===== src/rtl/serial_addsub_ctrl_if.sv =====
// Request/result bundle between a requester and the bit-serial add/subtract unit.
// The master drives operands and start; the slave returns status and the registered result.
interface serial_addsub_ctrl_if #(
   parameter int WIDTH = 8
);
   logic             start;
   logic             sub;
   logic [WIDTH-1:0] a;
   logic [WIDTH-1:0] b;
   logic             busy;
   logic             done;
   logic [WIDTH-1:0] s;
   logic             cout;
   logic             ovf;
   logic             neg;
   logic             zero;

   modport master (
      output start, sub, a, b,
      input  busy, done, s, cout, ovf, neg, zero
   );

   modport slave (
      input  start, sub, a, b,
      output busy, done, s, cout, ovf, neg, zero
   );
endinterface


===== src/rtl/serial_addsub_ctrl.sv =====
// Bit-serial two's-complement add/subtract: one full-adder slice is stepped LSB-first over
// WIDTH cycles by a three-state controller, then the result and flags are loaded together.
module serial_addsub_ctrl #(
   parameter int WIDTH = 8
) (
   input  logic                clk,
   input  logic                rst,
   serial_addsub_ctrl_if.slave bus
);

   localparam int CW = (WIDTH > 1) ? $clog2(WIDTH) : 1;

   typedef enum logic [1:0] {
      IDLE = 2'd0,
      RUN  = 2'd1,
      DONE = 2'd2
   } state_t;

   state_t           state;
   state_t           state_next;
   logic             accept;
   logic             last;

   logic [WIDTH-1:0] op_a;
   logic [WIDTH-1:0] op_b;
   logic [WIDTH-1:0] acc;
   logic [WIDTH-1:0] acc_next;
   logic             carry;
   logic             carry_next;
   logic             sum_bit;
   logic [CW-1:0]    cnt;

   logic [WIDTH-1:0] s_q;
   logic             cout_q;
   logic             ovf_q;
   logic             neg_q;
   logic             zero_q;

   // NOTE: state and datapath registers use non-blocking assignments so every flop
   // samples pre-edge values; blocking here would create order-dependent simulation.
   always_ff @(posedge clk) begin
      if (rst) begin
         state <= IDLE;
      end else begin
         state <= state_next;
      end
   end

   // NOTE: every output of this block gets a default before the case, so no path
   // leaves a signal unassigned and no latch is inferred.
   always_comb begin
      state_next = state;
      accept     = 1'b0;
      last       = 1'b0;
      unique case (state)
         IDLE: begin
            if (bus.start) begin
               accept     = 1'b1;
               state_next = RUN;
            end
         end
         RUN: begin
            if (cnt == CW'(WIDTH - 1)) begin
               last       = 1'b1;
               state_next = DONE;
            end
         end
         DONE: begin
            if (bus.start) begin
               accept     = 1'b1;
               state_next = RUN;
            end else begin
               state_next = IDLE;
            end
         end
         default: state_next = IDLE;
      endcase
   end

   // One full-adder slice on the current LSBs; the sum enters the accumulator at the MSB.
   always_comb begin
      sum_bit    = op_a[0] ^ op_b[0] ^ carry;
      carry_next = (op_a[0] & op_b[0]) | (op_a[0] & carry) | (op_b[0] & carry);
      acc_next   = {sum_bit, acc[WIDTH-1:1]};
   end

   // Subtraction is A + ~B + 1: B is inverted at capture and the +1 rides in as carry-in.
   // carry still holds the carry into the MSB on the last step, which yields ovf directly.
   always_ff @(posedge clk) begin
      if (rst) begin
         op_a   <= '0;
         op_b   <= '0;
         acc    <= '0;
         carry  <= 1'b0;
         cnt    <= '0;
         s_q    <= '0;
         cout_q <= 1'b0;
         ovf_q  <= 1'b0;
         neg_q  <= 1'b0;
         zero_q <= 1'b0;
      end else if (accept) begin
         op_a  <= bus.a;
         op_b  <= bus.sub ? ~bus.b : bus.b;
         acc   <= '0;
         carry <= bus.sub;
         cnt   <= '0;
      end else if (state == RUN) begin
         op_a  <= op_a >> 1;
         op_b  <= op_b >> 1;
         acc   <= acc_next;
         carry <= carry_next;
         cnt   <= cnt + CW'(1);
         if (last) begin
            s_q    <= acc_next;
            cout_q <= carry_next;
            ovf_q  <= carry ^ carry_next;
            neg_q  <= acc_next[WIDTH-1];
            zero_q <= (acc_next == '0);
         end
      end
   end

   assign bus.busy = (state == RUN);
   assign bus.done = (state == DONE);
   assign bus.s    = s_q;
   assign bus.cout = cout_q;
   assign bus.ovf  = ovf_q;
   assign bus.neg  = neg_q;
   assign bus.zero = zero_q;

endmodule


===== src/flat_wrapper.sv =====
// flat-port wrapper written by rule: the top's interface ports become plain ports
module serial_addsub_ctrl_flat 
#(
   parameter int WIDTH = 8
)
  (clk, rst, bus_start, bus_sub, bus_a, bus_b, bus_busy, bus_done, bus_s, bus_cout, bus_ovf, bus_neg, bus_zero);
  serial_addsub_ctrl_if #(.WIDTH(WIDTH)) bus_i ();
  input  logic clk;
  input  logic rst;
  input wire logic [$bits(bus_i.start)-1:0] bus_start;
  input wire logic [$bits(bus_i.sub)-1:0] bus_sub;
  input wire logic [$bits(bus_i.a)-1:0] bus_a;
  input wire logic [$bits(bus_i.b)-1:0] bus_b;
  output wire logic [$bits(bus_i.busy)-1:0] bus_busy;
  output wire logic [$bits(bus_i.done)-1:0] bus_done;
  output wire logic [$bits(bus_i.s)-1:0] bus_s;
  output wire logic [$bits(bus_i.cout)-1:0] bus_cout;
  output wire logic [$bits(bus_i.ovf)-1:0] bus_ovf;
  output wire logic [$bits(bus_i.neg)-1:0] bus_neg;
  output wire logic [$bits(bus_i.zero)-1:0] bus_zero;
  assign bus_i.start = bus_start;
  assign bus_i.sub = bus_sub;
  assign bus_i.a = bus_a;
  assign bus_i.b = bus_b;
  assign bus_busy = bus_i.busy;
  assign bus_done = bus_i.done;
  assign bus_s = bus_i.s;
  assign bus_cout = bus_i.cout;
  assign bus_ovf = bus_i.ovf;
  assign bus_neg = bus_i.neg;
  assign bus_zero = bus_i.zero;
  serial_addsub_ctrl #(.WIDTH(WIDTH)) u_core (.clk(clk), .rst(rst), .bus(bus_i));
endmodule

===== config.mk =====
export PLATFORM = sky130hd
export DESIGN_NAME = serial_addsub_ctrl_flat
export DESIGN_NICKNAME = d
export VERILOG_FILES = /design/src/rtl/serial_addsub_ctrl_if.sv /design/src/rtl/serial_addsub_ctrl.sv /design/src/flat_wrapper.sv
export SDC_FILE = /design/constraint.sdc
export NUM_CORES = 1
export LEC_CHECK = 0
export ABC_AREA = 1
export BUFFER_PORTS_ARGS = -buffer_cell sky130_fd_sc_hd__buf_2
export CELL_PAD_IN_SITES_DETAIL_PLACEMENT = 1
export CELL_PAD_IN_SITES_GLOBAL_PLACEMENT = 1
export CORE_ASPECT_RATIO = 0.7
export CORE_MARGIN = 2
export CORE_UTILIZATION = 41
export CTS_CLUSTER_DIAMETER = 150
export CTS_CLUSTER_SIZE = 20
export DETAILED_ROUTE_END_ITERATION = 10
export HOLD_SLACK_MARGIN = 0.1
export PLACE_DENSITY = 0.89
export SETUP_SLACK_MARGIN = 0.02
export SYNTH_ARGS = -nofsm -noshare
export SYNTH_HDL_FRONTEND = slang
export SYNTH_SLANG_ARGS = --single-unit

===== constraint.sdc =====
create_clock -name clk -period 4 [get_ports clk]
set_input_delay 0.8 -clock clk [delete_from_list [all_inputs] [get_ports clk]]
set_output_delay 0.8 -clock clk [all_outputs]
set_load 0.01 [all_outputs]

# --- After elaboration in Yosys (flattened, before gate mapping) ---
# Cells that the tools add are included.
totals:
  regBits: 42
  input_bits: 20
  output_inout_bits: 14
  word_cells: 49
op_classes:
  n_addsub: 1
  n_eq_ne: 5
  n_mux: 15
  bitwise: 10
  reduce_logical: 7
ops:
  columns: ["op", "count"]
  rows:
  - ["8-bit 2-to-1 mux", 5]
  - ["8-bit zero test", 1]
  - ["8-bit inverter", 1]
  - ["1-bit 2-to-1 mux", 7]
  - ["2-bit one-hot mux with 3 select lines", 1]
  - ["2-bit 2-to-1 mux", 2]
  - ["2-bit OR reduction", 2]
  - ["3-bit by 1-bit adder with 3-bit output (second input constant)", 1]
  - ["1-bit bitwise AND", 3]
  - ["3-bit == test (second input constant)", 1]
  - ["3-bit AND reduction", 1]
  - ["1-bit bitwise XOR", 3]
  - ["2-bit by 1-bit == test with 1-bit output (second input constant)", 1]
  - ["2-bit == test (second input constant)", 1]
  - ["2-bit zero test", 1]
  - ["2-bit by 1-bit inequality test with 1-bit output (second input constant)", 1]
  - ["2-bit inequality test (second input constant)", 1]
  - ["1-bit bitwise OR", 2]
  - ["2-bit AND reduction", 1]
  - ["2-bit nonzero test", 1]
  - ["1-bit inverter", 1]

# --- Depth between registers and ports, before layout ---
# Gate-level depths: netlist (run 1).
depth:
  depth_word: 5
  mapped_depth: 7
  depth_no_buf: 6

# --- Worst setup path after synthesis (run 1) ---
# OpenSTA, ideal clock, no wires.
synth_path:
  path_kind: "flip-flop to output port"
  startpoint: "register u_core.state[0]"
  endpoint: "output port bus_busy"
  arrival_ns: 0.736
  slack_ns: 2.464
  path_stages_with_launch: 4
  n_path_buf: 1
  path_cell_list: "dfxtp_1 > inv_2 > nor2_1 > buf_2"
synth_via:
  elab_chain_cells: 1
synth_rtl:
  columns: ["item", "line", "text"]
  rows:
  - ["start: declaration", "serial_addsub_ctrl.sv:19", "state_t state;"]
  - ["start signal: assignment", "serial_addsub_ctrl.sv:45", "state <= state_next;"]
  - ["2-bit by 1-bit == test with 1-bit output", "serial_addsub_ctrl.sv:123", "assign bus.busy = (state == RUN);"]
  - ["end: declaration", "flat_wrapper.sv:14", "output wire logic [$bits(bus_i.busy)-1:0] bus_busy;"]
# No other way between the ends.

# --- Final worst setup path (run 1) ---
# Ends and elaborated chain as after synthesis.

==> key figures, run 1 <==
Global route
  – First-pass GRT wire length: 7130 um
  – Grt total ovfl: 0
  – Initial antenna violation count: 0
  – Gr usage total: 0.210
  – Vias in the first global route: 1447
  – Largest net degree at the start of global routing: 25

Critical path
  – Worst setup SP type: flop
  – Register-to-Register Path Depth: 5
  – Worst-path fanout max: 11
  – Worst reg2reg path startpoint: u_core.state[0]
  – Critical Path RT: 3.20 ns
  – Worst Path Arrival: 1.62 ns
  – CP Class: reg2out
  – Register-to-register setup slack: 1.99 ns
  – Crit. End Element: primary output
  – Reg-to-Reg End: u_core.op_a[0]

Placement
  – Final HPWL DP: 2920 um
  – Port-buffer cells: 33
  – Final Wtd Congestion: 0.759

Pwr
  – Power density cells: 422 nW/um2
  – Pleak: 0.835 nW
  – Max VDD drop: 177 uV

Timing
  – Achievable frequency: 413 MHz
  – Fin crit period: 2.42 ns
  – Worst-Margin Slew: 0.862 ns
  – Clk_skew: 0.00284 ns
  – Sum of negative setup slack: 0 ns
  – Setup violators final: 0
  – RSZ-0062 raised after global routing: no
  – Endpoints failing hold: 0
  – Tcrit/Tclk final: 0.605
  – Slew Limit Fails: 0
  – Hold_ws: 0.471 ns
  – Slew margin rel.: 0.424

Clock network
  – CTS Buf Count: 5
  – CTS Sinks: 40
  – Worst skew pair latency: 0.29 ns
  – Maximum root-to-sink buffer count: 2
  – Cts hold-fix bufs: 0
  – CTS root buf: clkbuf_8
  – Worst-path clk slew: 0.08 ns
  – # H-tree levels: 2
  – Post-CTS Setup Bufs: 0
  – CTS tree: yes
  – Post_cts resized: 0

Synth
  – Post-synthesis cell type count: 24
  – Synth Instances: 215
  – Most used DFF post-synth: dfxtp_1
  – Syn. warnings: 0
  – Mapped cell area: 1670 um2
  – Synthesized area per cell: 7.75 um2
  – Mapped Nets: 238
  – Fraction of registers with async set/reset: 0
  – EDFF count, synth: 0
  – Yosys reg bits: 40
  – Register area share after synthesis: 0.481

Routing
  – Vias: 1500
  – DRC violations left: 0
  – DR WL/cell: 14.8 um
  – Routed vias/inst: 5.05
  – 1st-pass router iterations: 4
  – ANT nets after route: 0
  – First DRT Iteration DRCs: 86
  – Detailed Route WL: 4380 um

Floorplanning
  – I/O pin count: 34
  – Starting Density: 0.427
  – Core Box Area: 3900 um2
  – Die area: 4600 um2
  – Die Wd: 80.2 um
  – Die H: 57.3 um
  – Row cnt: 19

Min path
  – Hold path cells: 2
  – Hold Path Class: reg2reg
  – Min-Delay Endpoint: u_core.op_a[7]
  – Hold_sp: u_core.op_a[7]

Final layout
  – Area Growth Syn to Fin: 15.4%
  – FILL cells: 511
  – Antenna diodes: 0
  – Register area: 801 um2
  – Nets: 267
  – Proportion of layout cells with a drive suffix above 1: 0.192
  – Final design utilization: 0.493
  – Multi-input gate area: 771 um2

Flow run
  – Max-Cap Viols: 0

Run status
  – Outcome: complete, no violations
kinds of logic (layout without fill, tap and decap cells):
kind of cell,Yosys count,after routing,synth area share
AND/OR/NAND/NOR,89,89,0.219
AO/OA/AOI/OAI,56,56,0.174
flip-flops,40,40,0.481
buffers and inverters,19,49,0.0563
XOR/XNOR,8,8,0.0421
adder cells (fa/ha/maj),3,3,0.0270
synth_stat cells, drive strengths merged (2+ instances only):
cell type	number	area, um2
or2	2	12.5
buf	8	51.3
a211oi	3	22.5
nand3	4	25.0
o21ai	24	120
nor2	23	86.3
a21oi	28	140
ha	2	25.0
inv	8	30.0
nor3	5	30.0
dfxtp	40	801
clkbuf	3	12.5
nand2	55	211
xor2	7	61.3
metal layers:
layer	GRT usage	wire length [um]	up-vias
met4	0.0920	57	0
met3	0.0649	195	6
met2	0.306	1980	29
li1	-	-	759
met5	0	0	-
met1	0.288	2150	706
state kept, by name, summed over array words and instances (netlist names), 2 cells and up:
register,flops
u_core.acc,7
u_core.op_a,8
u_core.bus.s,8
u_core.cnt,3
u_core.op_b,8
u_core.state,2
placed cells by master (no fill, tap or decap):
cell      instances
nand2_2           2
buf_2            33
clkbuf_8          6
ha_1              2
o21ai_0          24
nand3_1           3
dfxtp_1          40
nor3_2            1
nor2_1           23
o21a_1            1
or2_2             2
nand3_2           1
inv_2             2
inv_1             6
fa_1              1
a21oi_1          28
xor2_1            7
nand2_1          53
a211oi_1          3
nor3_1            4
xnor2_1           1
clkbuf_1          2
final cells by class:
type,instances,share of cell area
clock buffer,8,0.0469
inverter,8,0.0156
multi-input combinational,156,0.401
sequential,40,0.417
tap,52,0.0339
timing repair buffer,33,0.0859
worst max-delay path by stage:
stage	slack (ns)	to	startpoint	cells after the start
6_report	1.58	bus_busy	u_core.state[0]	3
3_5_place_dp	1.85	u_core.acc[6]	rst	4
5_1_grt	1.50	bus_busy	u_core.state[0]	3
2_1_floorplan	2.46	bus_busy	u_core.state[0]	3
4_1_cts	1.59	bus_busy	u_core.state[0]	3
3_3_place_gp	1.96	u_core.acc[6]	rst	4
report_power, final:
group	total, mW	switching [mW]	internal [mW]
Combinational	0.100	0.0651	0.0353
Clock	0.282	0.141	0.141
Sequential	0.430	0.0121	0.417
Total	0.812	0.218	0.593
worst max-delay path, cell delays in order (launching register included):
cell	delay (ns)
dfxtp_1	0.45
inv_2	0.07
nor2_1	0.55
buf_2	0.25
per-stage QoR:
| stage | worst slack (ns) | instance area [um2] | total power [mW] | std cells |
|---|---|---|---|---|
| floorplan | 2.46 | 1670 | 0.508 | 215 |
| global placement | 1.96 | 1830 | 0.532 | 289 |
| detailed placement | 1.85 | 1830 | 0.537 | 289 |
| CTS | 1.59 | 1920 | 0.812 | 297 |
| global route | 1.50 | 1920 | 0.853 | 297 |
| finish | 1.58 | 1920 | 0.812 | 297 |
Power figures use the tool's default switching activity.
==> run 2: changes to the inputs <==
--- a/config.mk
+++ b/config.mk
@@ -11,12 +11,12 @@
 export CELL_PAD_IN_SITES_GLOBAL_PLACEMENT = 1
 export CORE_ASPECT_RATIO = 0.7
 export CORE_MARGIN = 2
-export CORE_UTILIZATION = 41
+export CORE_UTILIZATION = 38
 export CTS_CLUSTER_DIAMETER = 150
 export CTS_CLUSTER_SIZE = 20
 export DETAILED_ROUTE_END_ITERATION = 10
 export HOLD_SLACK_MARGIN = 0.1
-export PLACE_DENSITY = 0.89
+export PLACE_DENSITY = 0.83
 export SETUP_SLACK_MARGIN = 0.02
 export SYNTH_ARGS = -nofsm -noshare
 export SYNTH_HDL_FRONTEND = slang
==> constraint.sdc (replaced) <==
create_clock -name clk -period 2.25 [get_ports clk]
set_input_delay 0.45 -clock clk [delete_from_list [all_inputs] [get_ports clk]]
set_output_delay 0.45 -clock clk [all_outputs]
set_load 0.01 [all_outputs]
==> run 2 against run 1 <==
Worst setup slack got worse by 1.0 ns. Clock-buffer cell count fell by 1. Die area rose by 7.4%. Critical path type unchanged. Highest routed layer unchanged.
==> key figures, run 2 (synthesis gave the netlist of run 1 again) <==
Run status
  – Outcome: complete, no violations

Routing
  – Vias: 1504 (+0.27%)
  – DRC violations left: 0 (unchanged)
  – First DRT Iteration DRCs: 68 (-21%)
  – 1st-pass router iterations: 4 (unchanged)
  – Routed vias/inst: 4.96 (-1.7%)
  – ANT nets after route: 0 (unchanged)
  – Detailed Route WL: 4050 um (-7.7%)
  – DR WL/cell: 13.3 um (-9.6%)

Timing
  – Endpoints failing hold: 0 (unchanged)
  – RSZ-0062 raised after global routing: no
  – Tcrit/Tclk final: 0.754
  – Slew margin rel.: 0.740 (+0.316)
  – Setup violators final: 0 (unchanged)
  – Sum of negative setup slack: 0 ns (unchanged)
  – Fin crit period: 1.70 ns
  – Clk_skew: 0.00433 ns (+0.00149 ns)
  – Worst-Margin Slew: 0.389 ns (-0.473 ns)
  – Achievable frequency: 590 MHz
  – Slew Limit Fails: 0 (unchanged)
  – Setup ws final: 0.554 ns (-1.02 ns)

Final layout
  – Commonest non-fill, non-tap cell in the layout: nand2_1
  – Antenna diodes: 0 (unchanged)
  – FILL cells: 546 (+6.8%)
  – Nets: 271 (+1.5%)
  – Proportion of layout cells with a drive suffix above 1: 0.210 (+0.0178)
  – Area Growth Syn to Fin: 17.8%
  – Most frequent cells in the layout: 53 x nand2_1, 40 x dfxtp_1, 33 x buf_2

Global route
  – Gr usage total: 0.184 (-0.0257)
  – Vias in the first global route: 1483 (+2.5%)
  – Largest net degree at the start of global routing: 24 (-4.0%)
  – Grt total ovfl: 0 (unchanged)
  – Initial antenna violation count: 0 (unchanged)
  – First-pass GRT wire length: 6980 um (-2.2%)

Min path
  – Min-Delay Endpoint: u_core.op_b[3]
  – Hold path cells: 4 (+2)
  – Hold_sp: bus_b[3]
  – Hold Path Class: in2reg

Floorplanning
  – Die H: 59.4 um (+3.6%)
  – Die Wd: 83.1 um (+3.7%)
  – I/O pin count: 34 (unchanged)
  – Starting Density: 0.389 (-0.0380)
  – Die area: 4940 um2 (+7.4%)
  – Row cnt: 20 (+1)
  – Core Box Area: 4280 um2 (+9.8%)

Clock network
  – Cts hold-fix bufs: 0 (unchanged)
  – Worst skew pair latency: 0.29 ns (about the same)
  – Post_cts resized: 0 (unchanged)
  – CTS Buf Count: 5 (unchanged)
  – # H-tree levels: 2 (unchanged)
  – CTS root buf: clkbuf_8
  – Maximum root-to-sink buffer count: 2 (unchanged)
  – Post-CTS Setup Bufs: 0 (unchanged)
  – CTS Sinks: 40 (unchanged)
  – CTS tree: yes
  – Worst-path clk slew: 0.07 ns (about the same)

Critical path
  – Crit. End Element: primary output
  – Worst setup SP type: flop
  – Register-to-register setup slack: 0.71 ns (-1.28 ns)
  – Critical Path RT: 1.80 ns (-1.40 ns)
  – Reg-to-Reg End: u_core.bus.s[6]
  – Worst-path fanout max: 11 (unchanged)
  – Worst Path Arrival: 1.25 ns (-0.37 ns)
  – CP Class: reg2out
  – Register-to-Register Path Depth: 6 (+1)
  – Worst reg2reg path startpoint: u_core.cnt[0]

Placement
  – Final Wtd Congestion: 0.759 (about the same)
  – Final HPWL DP: 2880 um (-1.7%)
  – Post-placement worst setup slack: 0.689 ns (-1.16 ns)
  – Port-buffer cells: 33 (unchanged)

Pwr
  – Power density cells: 740 nW/um2 (+75%)
  – Max VDD drop: 358 uV (+100%)
  – Pleak: 0.859 nW (+2.9%)

Flow run
  – Max-Cap Viols: 0 (unchanged)
## run 2: cell count changes in the layout (fill, tap and decap cells not counted), sizes merged
cell / delta
clkbuf: -1
buf: +4
## run 2: area by class of cell
type                    count  area (um2)  share of cell area
clock buffers               7        96.3              0.0491
repair buffers             37         195              0.0995
well taps                  55        68.8              0.0351
flip-flops and latches     40         801               0.408
inverters                   8        30.0              0.0153
multi-input cells         156         771               0.393
## run 2: how the worst max path moves through the flow
stage / from / end / depth (start not counted)
2_1_floorplan: u_core.cnt[0] / u_core.bus.s[7] / 7
3_3_place_gp: bus_start / u_core.op_a[0] / 6
3_5_place_dp: bus_start / u_core.op_a[0] / 6
4_1_cts: u_core.state[0] / bus_busy / 4
5_1_grt: u_core.state[0] / bus_busy / 4
6_report: u_core.state[0] / bus_busy / 4
## run 2: worst max-delay path: stages (launching register included)
cell,delay [ns]
dfxtp_1,0.44
inv_2,0.07
nor2_1,0.10
buf_4,0.19
buf_2,0.15
## run 2: stage by stage
stage	hold slack (ns)	instance area, um2	power, mW	util	std cells
3_5_place_dp	0.456	1870	0.961	0.436	296
4_1_cts	0.438	1960	1.47	0.458	303
3_3_place_gp	0.454	1870	0.956	0.436	296
6_report	0.440	1960	1.45	0.458	303
2_1_floorplan	0.434	1670	0.903	-	215
5_1_grt	0.459	1960	1.54	0.458	303
## run 2: report_power, final
part,total (mW),internal [mW],switching (mW)
clock,0.508,0.273,0.235
combinational,0.181,0.0682,0.112
sequential,0.764,0.742,0.0217
total,1.45,1.08,0.369
## run 2: layer usage
layer | track usage | part of all wire | wire [um] | up-vias
met2 | 0.282 | 0.41 | 1670 | 31
li1 | - | - | - | 768
met1 | 0.251 | 0.52 | 2110 | 699
met3 | 0.0571 | 0.051 | 208 | 6
met4 | 0.0585 | 0.014 | 57 | 0
met5 | 0 | 0 | 0 | -
